<file path="config.mk">
export PLATFORM = sky130hd
export DESIGN_NAME = rle_block_scheduler_flat
export DESIGN_NICKNAME = d
export VERILOG_FILES = /design/src/rtl/rle_block_scheduler_pkg.sv /design/src/rtl/rle_block_scheduler_if.sv /design/src/rtl/rle_sched_slot_ctr.sv /design/src/rtl/rle_block_scheduler.sv /design/src/flat_wrapper.sv
export SDC_FILE = /design/constraint.sdc
export NUM_CORES = 1
export LEC_CHECK = 0
export CAP_MARGIN = 20
export CORE_UTILIZATION = 40
export DETAILED_ROUTE_END_ITERATION = 8
export PLACE_DENSITY_LB_ADDON = 0.15
export SETUP_SLACK_MARGIN = 0.1
export SYNTH_ARGS = -nofsm -noshare
export SYNTH_HDL_FRONTEND = slang
export SYNTH_SLANG_ARGS = --single-unit
</file>
<file path="constraint.sdc">
create_clock -name clk -period 3 [get_ports clk]
set_input_delay 0.45 -clock clk [delete_from_list [all_inputs] [get_ports clk]]
set_output_delay 0.45 -clock clk [all_outputs]
set_load 0.005 [all_outputs]
</file>
<file path="src/rtl/rle_block_scheduler_pkg.sv">
// Shared types and constants for the RLE block scheduler.
// Optional feature macro: RLE_SCHED_STATS_EN (per-component drained-block counters).
package rle_pkg;

  localparam int COEF_W_DEF = 10;
  localparam int BLK_LEN    = 64;

  typedef enum logic [1:0] {
    COMP_Y  = 2'd0,
    COMP_CB = 2'd1,
    COMP_CR = 2'd2
  } comp_t;

  typedef enum logic [1:0] {
    IDLE   = 2'd0,
    GRANT  = 2'd1,
    STREAM = 2'd2,
    DRAIN  = 2'd3
  } sched_state_t;

endpackage

</file>
<file path="src/rtl/rle_block_scheduler_if.sv">
// Stream bundle between the zig-zag buffers, the scheduler and the RLE core.
// Handshake: a beat transfers on a rising clk edge where valid && ready are both
// high; a source holding valid must keep its data stable until that transfer,
// and ready may depend combinationally on valid. core_blk_done is a 1-cycle pulse.
interface rle_block_scheduler_if #(
  parameter int COEF_W = rle_pkg::COEF_W_DEF
);
  logic              y_valid;
  logic              y_ready;
  logic [COEF_W-1:0] y_coef;
  logic              cb_valid;
  logic              cb_ready;
  logic [COEF_W-1:0] cb_coef;
  logic              cr_valid;
  logic              cr_ready;
  logic [COEF_W-1:0] cr_coef;
  logic              core_valid;
  logic              core_ready;
  logic [COEF_W-1:0] core_coef;
  logic [1:0]        core_comp;
  logic [5:0]        core_idx;
  logic              core_first;
  logic              core_last;
  logic              core_blk_done;

  // Scheduler side.
  modport master (
    input  y_valid, y_coef, cb_valid, cb_coef, cr_valid, cr_coef,
    input  core_ready, core_blk_done,
    output y_ready, cb_ready, cr_ready,
    output core_valid, core_coef, core_comp, core_idx, core_first, core_last
  );

  // Buffers / core side.
  modport slave (
    output y_valid, y_coef, cb_valid, cb_coef, cr_valid, cr_coef,
    output core_ready, core_blk_done,
    input  y_ready, cb_ready, cr_ready,
    input  core_valid, core_coef, core_comp, core_idx, core_first, core_last
  );
endinterface

</file>
<file path="src/rtl/rle_sched_slot_ctr.sv">
// MCU slot counter: slots 0..Y_BLOCKS_PER_MCU-1 are Y, then one Cb, then one Cr.
module rle_sched_slot_ctr
  import rle_pkg::*;
#(
  parameter int Y_BLOCKS_PER_MCU = 4
) (
  input  logic  clk,
  input  logic  reset,
  input  logic  advance,
  output comp_t comp,
  output logic  wrap
);

  localparam logic [2:0] CB_SLOT   = 3'(Y_BLOCKS_PER_MCU);
  localparam logic [2:0] LAST_SLOT = 3'(Y_BLOCKS_PER_MCU + 1);

  logic [2:0] slot;

  // Step one slot per drained block, wrapping after the Cr slot.
  always_ff @(posedge clk) begin
    if (reset) begin
      slot <= '0;
    end else if (advance) begin
      slot <= wrap ? 3'd0 : slot + 3'd1;
    end
  end

  // Decode the current slot to a component and flag the MCU wrap.
  always_comb begin
    wrap = advance && (slot == LAST_SLOT);
    if (slot < CB_SLOT) begin
      comp = COMP_Y;
    end else if (slot == CB_SLOT) begin
      comp = COMP_CB;
    end else begin
      comp = COMP_CR;
    end
  end

endmodule

</file>
<file path="src/rtl/rle_block_scheduler.sv">
// Shares one RLE core among the Y/Cb/Cr zig-zag streams, one whole block at a
// time in MCU order, waiting for the core's end-of-block ack between blocks.
// Optional feature macro: RLE_SCHED_STATS_EN adds stat_y/cb/cr_blks counters.
module rle_block_scheduler
  import rle_pkg::*;
#(
  parameter int COEF_W           = COEF_W_DEF,
  parameter int Y_BLOCKS_PER_MCU = 4,
  parameter int DRAIN_TIMEOUT    = 255
) (
  input  logic                      clk,
  input  logic                      reset,
  input  logic                      enable,
  rle_block_scheduler_if.master     bus,
  output logic                      mcu_done,
  output logic                      busy,
  output logic                      err_timeout,
  output sched_state_t              dbg_state
`ifdef RLE_SCHED_STATS_EN
  ,
  output logic [15:0]               stat_y_blks,
  output logic [15:0]               stat_cb_blks,
  output logic [15:0]               stat_cr_blks
`endif
);

  localparam logic [15:0] TIMEOUT_VAL = 16'(DRAIN_TIMEOUT);
  localparam logic [5:0]  LAST_IDX    = 6'(BLK_LEN - 1);

  sched_state_t      state, state_nxt;
  comp_t             comp_q;
  comp_t             slot_comp;
  logic              slot_wrap;
  logic [5:0]        idx;
  logic [15:0]       timer;   // cycles spent in DRAIN, including the current one
  logic              sel_valid;
  logic [COEF_W-1:0] sel_coef;
  logic              xfer;
  logic              last_beat;
  logic              timeout_hit;
  logic              drain_end;

  rle_sched_slot_ctr #(
    .Y_BLOCKS_PER_MCU (Y_BLOCKS_PER_MCU)
  ) u_slot_ctr (
    .clk     (clk),
    .reset   (reset),
    .advance (drain_end),
    .comp    (slot_comp),
    .wrap    (slot_wrap)
  );

  // Select the granted upstream stream.
  always_comb begin
    sel_valid = 1'b0;
    sel_coef  = '0;
    case (comp_q)
      COMP_Y:  begin sel_valid = bus.y_valid;  sel_coef = bus.y_coef;  end
      COMP_CB: begin sel_valid = bus.cb_valid; sel_coef = bus.cb_coef; end
      default: begin sel_valid = bus.cr_valid; sel_coef = bus.cr_coef; end
    endcase
  end

  assign xfer        = (state == STREAM) && sel_valid && bus.core_ready;
  assign last_beat   = (idx == LAST_IDX);
  assign timeout_hit = (timer == TIMEOUT_VAL);
  assign drain_end   = (state == DRAIN) && (bus.core_blk_done || timeout_hit);
  assign busy        = (state != IDLE);
  assign dbg_state   = state;

  // FSM state register.
  always_ff @(posedge clk) begin
    if (reset) begin
      state <= IDLE;
    end else begin
      state <= state_nxt;
    end
  end

  // Next state and the pass-through datapath; everything is quiet outside STREAM.
  always_comb begin
    state_nxt      = state;
    bus.y_ready    = 1'b0;
    bus.cb_ready   = 1'b0;
    bus.cr_ready   = 1'b0;
    bus.core_valid = 1'b0;
    bus.core_coef  = '0;
    bus.core_comp  = '0;
    bus.core_idx   = '0;
    bus.core_first = 1'b0;
    bus.core_last  = 1'b0;
    case (state)
      IDLE:   if (enable) state_nxt = GRANT;
      GRANT:  state_nxt = STREAM;
      STREAM: begin
        bus.core_valid = sel_valid;
        bus.core_coef  = sel_coef;
        bus.core_comp  = comp_q;
        bus.core_idx   = idx;
        bus.core_first = (idx == 6'd0);
        bus.core_last  = last_beat;
        case (comp_q)
          COMP_Y:  bus.y_ready  = bus.core_ready;
          COMP_CB: bus.cb_ready = bus.core_ready;
          default: bus.cr_ready = bus.core_ready;
        endcase
        if (xfer && last_beat) state_nxt = DRAIN;
      end
      DRAIN:  if (drain_end) state_nxt = enable ? GRANT : IDLE;
      default: state_nxt = IDLE;
    endcase
  end

  // Block component latch, beat index, drain timer, sticky timeout and MCU pulse.
  always_ff @(posedge clk) begin
    if (reset) begin
      comp_q      <= COMP_Y;
      idx         <= '0;
      timer       <= '0;
      err_timeout <= 1'b0;
      mcu_done    <= 1'b0;
    end else begin
      mcu_done <= slot_wrap;
      case (state)
        GRANT: begin
          comp_q <= slot_comp;
          idx    <= '0;
          timer  <= '0;
        end
        STREAM: begin
          if (xfer) begin
            idx <= idx + 6'd1;
            if (last_beat) timer <= 16'd1;
          end
        end
        DRAIN: begin
          if (!drain_end) timer <= timer + 16'd1;
          if (drain_end && !bus.core_blk_done) err_timeout <= 1'b1;
        end
        default: ;
      endcase
    end
  end

`ifdef RLE_SCHED_STATS_EN
  // Count drained blocks per component; 16-bit counters wrap naturally.
  always_ff @(posedge clk) begin
    if (reset) begin
      stat_y_blks  <= '0;
      stat_cb_blks <= '0;
      stat_cr_blks <= '0;
    end else if (drain_end) begin
      case (comp_q)
        COMP_Y:  stat_y_blks  <= stat_y_blks + 16'd1;
        COMP_CB: stat_cb_blks <= stat_cb_blks + 16'd1;
        default: stat_cr_blks <= stat_cr_blks + 16'd1;
      endcase
    end
  end
`endif

endmodule
</file>
<file path="src/flat_wrapper.sv">
// flat-port wrapper written by rule: the top's interface ports become plain ports
module rle_block_scheduler_flat import rle_pkg::*;
#(
  parameter int COEF_W           = COEF_W_DEF,
  parameter int Y_BLOCKS_PER_MCU = 4,
  parameter int DRAIN_TIMEOUT    = 255
)
  (clk, reset, enable, mcu_done, busy, err_timeout, dbg_state, bus_y_valid, bus_y_coef, bus_cb_valid, bus_cb_coef, bus_cr_valid, bus_cr_coef, bus_core_ready, bus_core_blk_done, bus_y_ready, bus_cb_ready, bus_cr_ready, bus_core_valid, bus_core_coef, bus_core_comp, bus_core_idx, bus_core_first, bus_core_last);
  rle_block_scheduler_if #(.COEF_W(COEF_W)) bus_i ();
  input  logic clk;
  input  logic reset;
  input  logic enable;
  output logic mcu_done;
  output logic busy;
  output logic err_timeout;
  output sched_state_t dbg_state;
  input wire logic [$bits(bus_i.y_valid)-1:0] bus_y_valid;
  input wire logic [$bits(bus_i.y_coef)-1:0] bus_y_coef;
  input wire logic [$bits(bus_i.cb_valid)-1:0] bus_cb_valid;
  input wire logic [$bits(bus_i.cb_coef)-1:0] bus_cb_coef;
  input wire logic [$bits(bus_i.cr_valid)-1:0] bus_cr_valid;
  input wire logic [$bits(bus_i.cr_coef)-1:0] bus_cr_coef;
  input wire logic [$bits(bus_i.core_ready)-1:0] bus_core_ready;
  input wire logic [$bits(bus_i.core_blk_done)-1:0] bus_core_blk_done;
  output wire logic [$bits(bus_i.y_ready)-1:0] bus_y_ready;
  output wire logic [$bits(bus_i.cb_ready)-1:0] bus_cb_ready;
  output wire logic [$bits(bus_i.cr_ready)-1:0] bus_cr_ready;
  output wire logic [$bits(bus_i.core_valid)-1:0] bus_core_valid;
  output wire logic [$bits(bus_i.core_coef)-1:0] bus_core_coef;
  output wire logic [$bits(bus_i.core_comp)-1:0] bus_core_comp;
  output wire logic [$bits(bus_i.core_idx)-1:0] bus_core_idx;
  output wire logic [$bits(bus_i.core_first)-1:0] bus_core_first;
  output wire logic [$bits(bus_i.core_last)-1:0] bus_core_last;
  assign bus_i.y_valid = bus_y_valid;
  assign bus_i.y_coef = bus_y_coef;
  assign bus_i.cb_valid = bus_cb_valid;
  assign bus_i.cb_coef = bus_cb_coef;
  assign bus_i.cr_valid = bus_cr_valid;
  assign bus_i.cr_coef = bus_cr_coef;
  assign bus_i.core_ready = bus_core_ready;
  assign bus_i.core_blk_done = bus_core_blk_done;
  assign bus_y_ready = bus_i.y_ready;
  assign bus_cb_ready = bus_i.cb_ready;
  assign bus_cr_ready = bus_i.cr_ready;
  assign bus_core_valid = bus_i.core_valid;
  assign bus_core_coef = bus_i.core_coef;
  assign bus_core_comp = bus_i.core_comp;
  assign bus_core_idx = bus_i.core_idx;
  assign bus_core_first = bus_i.core_first;
  assign bus_core_last = bus_i.core_last;
  rle_block_scheduler #(.COEF_W(COEF_W), .Y_BLOCKS_PER_MCU(Y_BLOCKS_PER_MCU), .DRAIN_TIMEOUT(DRAIN_TIMEOUT)) u_core (.clk(clk), .reset(reset), .enable(enable), .bus(bus_i), .mcu_done(mcu_done), .busy(busy), .err_timeout(err_timeout), .dbg_state(dbg_state));
endmodule
</file>
==> out/metrics.csv, run 1 <==
stage,metric,value,unit
clock_tree,clock tree buffer depth,2,
timing,worst slew pin tran,0.662,ns
floorplanning,die height,75.5,µm
clock_tree,register clock-pin slew on the reported worst setup and hold paths,0.07,ns
timing,Final Hold Viols,0,
clock_tree,H-tree depth,2,
floorplanning,IO Pins,67,
clock_tree,CTS Hold Bufs,0,
power,PnR Total Power,1490,µW
global_route,total grt overflow,0,
global_route,GRT Total Usage,19.8,%
detailed_routing,final antenna-violating net count,0,
power,Psw,535,µW
logic_synthesis,Synth cell types,45,
floorplanning,initial core utilization,42.0,%
detailed_routing,vias,2265,
placed_design,dpl hpwl,4.18,mm
power,Pwr Density,495,nW/µm²
clock_tree,CTS Sinks,31,
timing,fin crit share,85.8,%
floorplanning,Die Width,75.5,µm
timing,count of pins over their slew limit,0,
logic_synthesis,synthesized net count,330,
timing,Fin Setup TNS,0,ns
floorplanning,full die area,5700,µm²
placed_design,GPL Wtd Cong,0.802,
logic_synthesis,synthesized area,2160,µm²
clock_tree,Num CTS Buffers,5,
power,Internal,956,µW
timing,fin crit period,2.57,ns
global_route,largest net degree at the start of global routing,18,
detailed_routing,vias per std cell,5.43,
power,Clk network pwr share,24.3,%
logic_synthesis,top post-synthesis cells by area,"dfxtp_1 (29%), mux2i_1 (9.3%), ha_1 (6.4%), a21oi_1 (6.3%), nor2_1 (5.6%)",
final_layout,P&R area growth vs syn,39.4,%
hold_path,Hold Crit Class,flip-flop to flip-flop,
worst_setup_path,crit-path max FO,17,
logic_synthesis,register bit total from synthesis,31,
run_status,status,"complete, no violations",
logic_synthesis,"Top FF cell, synth",dfxtp_1,
final_layout,Final nets,395,
logic_synthesis,YS warnings,0,
logic_synthesis,Synth area leader,dfxtp_1,
final_layout,share of layout cells above drive strength 1,6.05,%
logic_synthesis,Mapped Cells,281,
clock_tree,Clock Latency Late Sink,0.28,ns
detailed_routing,# DRC,0,
logic_synthesis,Syn Area/Cell,7.69,µm²
worst_setup_path,crit path DAT,2.12,ns
worst_setup_path,Startpoint Class,flip-flop,
timing,Clock Skews,0.00418,ns
flow_run,Max Cap Viol,0,
detailed_routing,Routed WL,5.56,mm
timing,Highest Clock Rate,389,MHz
logic_synthesis,Synth async-reset ratio,0,%
logic_synthesis,"Seq/Total Area, Yosys",28.7,%
global_route,global-route wire length before repair,8.76,mm
floorplanning,# rows,26,
power,switching share of total power,35.9,%
logic_synthesis,post-synth top area share,28.7,%
power,Reg power frac,30.3,%
timing,RSZ-0062 raised after global routing,no,
placed_design,I/O Buffers,66,
worst_setup_path,Crit Path Category,flip-flop to primary output,
power,Max IR drop VDD,230,µV
worst_setup_path,crit end category,primary output,
detailed_routing,Iteration-0 DRC Markers,98,
floorplanning,core footprint,5140,µm²
clock_tree,CTS tree,built,
timing,"Setup violations, final",0,
global_route,antenna violations before repair,0,
detailed_routing,Pre-antenna DRT Iters,4,
global_route,vias in the first global route,1958,
clock_tree,CTS Root Cell,clkbuf_8,
detailed_routing,WL/cell,13.3,µm
power,LEAKAGE,0.00108,µW
final_layout,n_diodes,0,
power,combinational share of power,45.4,%
timing,Slew headroom,55.6,%
worst_setup_path,worst path required time,2.55,ns
logic_synthesis,Post-synth EDFFs,0,
-- flip-flops by register name, summed over array words and instances, names as in the netlist --
signal,cells
u_core.err_timeout,1
u_core.comp_q,2
u_core.u_slot_ctr.slot,3
u_core.mcu_done,1
u_core.timer,16
u_core.dbg_state,2
u_core.idx,6
-- cell families (layout without fill, tap and decap cells) --
family / Yosys count / in the layout / synth area share (%)
XOR/XNOR: 4 / 4 / 1.62
adder cells (fa/ha/maj): 11 / 11 / 6.37
buffers and inverters: 29 / 95 / 5.33
AND/OR/NAND/NOR: 124 / 124 / 29.7
flip-flops: 31 / 31 / 28.7
multiplexers: 20 / 20 / 9.27
AO/OA/AOI/OAI: 62 / 62 / 18.9
-- synth_stat cells, types with 2 or more instances --
| cell | instances |
|---|---|
| a211oi_1 | 5 |
| a21oi_1 | 27 |
| and2_1 | 9 |
| and3_1 | 3 |
| and4_1 | 4 |
| buf_2 | 2 |
| clkbuf_1 | 13 |
| dfxtp_1 | 31 |
| ha_1 | 11 |
| inv_1 | 12 |
| mux2i_1 | 20 |
| nand2_1 | 24 |
| nand2b_1 | 10 |
| nand3_1 | 5 |
| nand3b_1 | 2 |
| nand4_1 | 10 |
| nor2_1 | 32 |
| nor2b_1 | 3 |
| nor3_1 | 5 |
| nor4_1 | 8 |
| o2111ai_1 | 2 |
| o211ai_1 | 4 |
| o21ai_0 | 6 |
| o22ai_1 | 2 |
| o31ai_1 | 3 |
| o32ai_1 | 2 |
| or3_1 | 3 |
| or4_1 | 4 |
| xor2_1 | 3 |
-- routing by layer --
layer  up-vias  share of wire (%)  track usage [%]  routed length (µm)
li1       1153                  -                -                   -
met4         0               0.99             4.32                  55
met2        74                 44             35.3                2450
met3         5                 10             5.56                 576
met5         -                  0                0                   0
met1      1033                 45             23.6                2480
-- path summary, 6_finish.rpt --
check / startpoint / to / slack [ns] / cells past startpoint
min reg2reg: u_core.u_slot_ctr.slot[1]$_SDFFE_PP0P_ / u_core.u_slot_ctr.slot[1]$_SDFFE_PP0P_ / 0.48 / 2
max: u_core.dbg_state[0]$_SDFFE_PP0P_ / bus_core_valid / 0.43 / 5
max reg2reg: u_core.comp_q[1]$_SDFFE_PP0P_ / u_core.timer[11]$_SDFFE_PP0P_ / 0.63 / 5
min: u_core.u_slot_ctr.slot[1]$_SDFFE_PP0P_ / u_core.u_slot_ctr.slot[1]$_SDFFE_PP0P_ / 0.48 / 2
-- power groups by stage --
stage	Clock [µW]	Combinational, µW	Sequential [µW]
final	362	677	452
after global routing	394	758	457
after floorplan	0	396	457
after detailed placement	0	678	462
after CTS	374	682	453
after global placement	0	672	463
-- layout make-up --
cell class	count	area [µm²]
Inverter	13	52.6
Multi-Input combinational cell	221	1430
Fill cell	504	2130
Timing Repair Buffer	74	721
Sequential cell	31	621
Tap cell	70	87.6
Clock buffer	8	100
-- stage by stage --
stage                     worst slack [ns]  instances  area, µm²  hold slack [ns]  util [%]
after floorplan                      0.933        281       2160            0.449         -
after global placement               0.368        409       2910            0.460      56.5
after detailed placement             0.351        409       2910            0.472      56.5
after CTS                            0.225        417       3010            0.488      58.5
after global routing                 0.268        417       3010            0.512      58.6
final                                0.427        417       3010            0.479      58.6
-- repair_timing --
| item | CTS | global route |
|---|---|---|
| resized for setup | 0 | 1 |
| endpoints found under the hold margin | 0 | 0 |
| setup buffers | 0 | 0 |
| endpoints found under the setup margin | 0 | 1 |
-- placed cells by master, fill, tap and decap left out, types with 8 or more instances in the layout --
cell,instances
a21oi_1,27
clkdlybuf4s50_1,66
nand2b_1,10
mux2i_1,20
ha_1,11
nor2_1,32
and2_1,9
dfxtp_1,31
buf_4,8
inv_1,12
nor4_1,8
nand4_1,10
nand2_1,24
-- critical path: stages (launching register included) --
cell             delay, ns
dfxtp_1               0.36
inv_1                 0.13
ha_1                  0.23
clkinvlp_4            0.31
a211oi_1              0.27
clkdlybuf4s50_1       0.55
No activity file was read; power rests on OpenSTA's default activity.
==> run 2: changes to the inputs <==
Settings changed: GPL_TIMING_DRIVEN set to 0.
==> run 2 against run 1 <==
Effect of this change:
- flip-flop and latch count did not move
- combinational power about the same
- register-to-register slack got worse by 0.02 ns
- clock power up 9.4%
- setup slack lost 0.11 ns
- critical path type unchanged
- highest routed layer unchanged
==> out/metrics.csv, run 2 (synthesis results as in run 1) <==
stage,metric,value,unit
global_route,busiest grt layer,met2,
placed_design,GPL Wtd Cong,0.843,
clock_tree,Num CTS Buffers,5,
detailed_routing,Pre-antenna DRT Iters,4,
global_route,met2 usage,38.7,%
hold_path,Hold Crit Endpoint,u_core.u_slot_ctr.slot[1]$_SDFFE_PP0P_,
detailed_routing,vias,2302,
global_route,antenna violations before repair,0,
worst_setup_path,Reg-to-Reg Start,u_core.idx[0]$_SDFFE_PP0P_,
placed_design,dpl hpwl,4.58,mm
floorplanning,die height,75.5,µm
clock_tree,CTS tree,built,
clock_tree,register clock-pin slew on the reported worst setup and hold paths,0.06,ns
timing,fin crit period,2.68,ns
worst_setup_path,worst path required time,2.55,ns
final_layout,P&R area growth vs syn,39.0,%
placed_design,post-place instance area,2900,µm²
timing,Final Hold Viols,0,
timing,Final WS setup,0.319,ns
worst_setup_path,crit end category,primary output,
floorplanning,full die area,5700,µm²
timing,Fin Setup TNS,0,ns
detailed_routing,# DRC,0,
global_route,total grt overflow,0,
timing,fin crit share,89.4,%
hold_path,Hold Crit Class,flip-flop to flip-flop,
worst_setup_path,Crit Path Category,flip-flop to primary output,
detailed_routing,final antenna-violating net count,0,
floorplanning,core footprint,5140,µm²
hold_path,hold_sp,u_core.u_slot_ctr.slot[1]$_SDFFE_PP0P_,
clock_tree,CTS Root Cell,clkbuf_8,
floorplanning,IO Pins,67,
power,LEAKAGE,0.00107,µW
flow_run,Max Cap Viol,0,
global_route,GRT Total Usage,21.6,%
clock_tree,post-CTS setup buffers,0,
global_route,GR met3 Demand/Resource,4.50,%
timing,Clock Skews,0.00585,ns
detailed_routing,vias per std cell,5.44,
clock_tree,CTS Hold Bufs,0,
timing,RSZ-0062 raised after global routing,no,
placed_design,pre-CTS setup slack,0.309,ns
floorplanning,# rows,26,
worst_setup_path,Worst Reg2Reg Path Length in Cells,7,
power,Max IR drop VDD,308,µV
final_layout,Largest Register,u_core.timer,
floorplanning,initial core utilization,42.0,%
floorplanning,Die Width,75.5,µm
timing,Slew headroom,43.7,%
final_layout,final instance area,3000,µm²
detailed_routing,Routed WL,5.92,mm
clock_tree,CTS resizes,0,
placed_design,I/O Buffers,65,
clock_tree,H-tree depth,2,
final_layout,biggest regs,"u_core.timer (16), u_core.idx (6), u_core.u_slot_ctr.slot (3)",
worst_setup_path,Startpoint Class,flip-flop,
hold_path,Hold Crit Depth,2,
worst_setup_path,crit path DAT,2.23,ns
timing,"Setup violations, final",0,
final_layout,Final nets,402,
timing,worst slew pin tran,0.839,ns
clock_tree,clock tree buffer depth,2,
worst_setup_path,CP startpoint,u_core.comp_q[0]$_SDFFE_PP0P_,
final_layout,most frequent cells in the layout,"clkdlybuf4s50_1 (65), nor2_1 (32), dfxtp_1 (31)",
clock_tree,CTS Sinks,31,
final_layout,fin util,58.4,%
global_route,largest net degree at the start of global routing,11,
run_status,status,"complete, no violations",
worst_setup_path,setup slack on the worst flop-to-flop path,0.61,ns
final_layout,max FFs per register,16,
detailed_routing,Iteration-0 DRC Markers,102,
worst_setup_path,crit-path max FO,10,
global_route,vias in the first global route,2018,
final_layout,n_diodes,0,
global_route,global-route wire length before repair,9.39,mm
final_layout,"most common cell after layout, fill and taps aside",clkdlybuf4s50_1,
power,Pwr Density,508,nW/µm²
timing,Highest Clock Rate,373,MHz
clock_tree,Clock Latency Late Sink,0.28,ns
final_layout,share of layout cells above drive strength 1,3.97,%
detailed_routing,WL/cell,14.0,µm
timing,count of pins over their slew limit,0,
global_route,met1 Use GR,25.6,%
worst_setup_path,reg2reg end,u_core.timer[8]$_SDFFE_PP0P_,
## run 2: cell types whose count changed in the layout (fill, tap and decap cells not counted), sizes merged
cell	before	now
clkbuf	8	19
buf	8	3
bufinv	0	1
clkdlybuf4s50	66	65
clkinv	0	1
clkinvlp	1	0
## run 2: critical path, cell delays in order, from the launching register on
cell	delay (ns)
dfxtp_1	0.31
buf_4	0.15
clkbuf_1	0.51
mux2i_1	0.25
nor2_1	0.06
a21oi_1	0.16
nor2_1	0.06
clkdlybuf4s50_1	0.44
## run 2: how the worst max path moves through the flow
stage                     slack (ns)                           end  cells after the start
after floorplan                 0.93  u_core.timer[8]$_SDFFE_PP0P_                      7
after global routing            0.15              bus_core_coef[3]                      7
after CTS                       0.28              bus_core_coef[8]                      7
after global placement          0.37  u_core.timer[8]$_SDFFE_PP0P_                      7
final                           0.32              bus_core_coef[8]                      7
after detailed placement        0.31  u_core.timer[8]$_SDFFE_PP0P_                      7
## run 2: per-layer routing
layer	routed length [µm]	vias up
met3	511	6
met1	2580	1061
li1	-	1161
met4	78	0
met2	2760	74
met5	0	-
## run 2: power by group
part,switching [µW],internal (µW)
sequential,23.8,429
clock,153,243
combinational,374,301
## run 2: layout make-up
cell class,instances,area [µm²]
Buffer,16,67.6
Clock buffer,6,72.6
Clock inverter,1,30.0
Fill cell,529,2140
Inverter,13,48.8
Multi-Input combinational cell,221,1420
Sequential cell,31,621
Tap cell,70,87.6
Timing Repair Buffer,65,651
## run 2: metrics by stage
step | power, µW | instances | hold slack (ns)
global placement | 1130 | 416 | 0.460
finish | 1520 | 423 | 0.489
global route | 1630 | 423 | 0.515
detailed placement | 1140 | 416 | 0.466
CTS | 1550 | 423 | 0.488
floorplan | 854 | 281 | 0.449
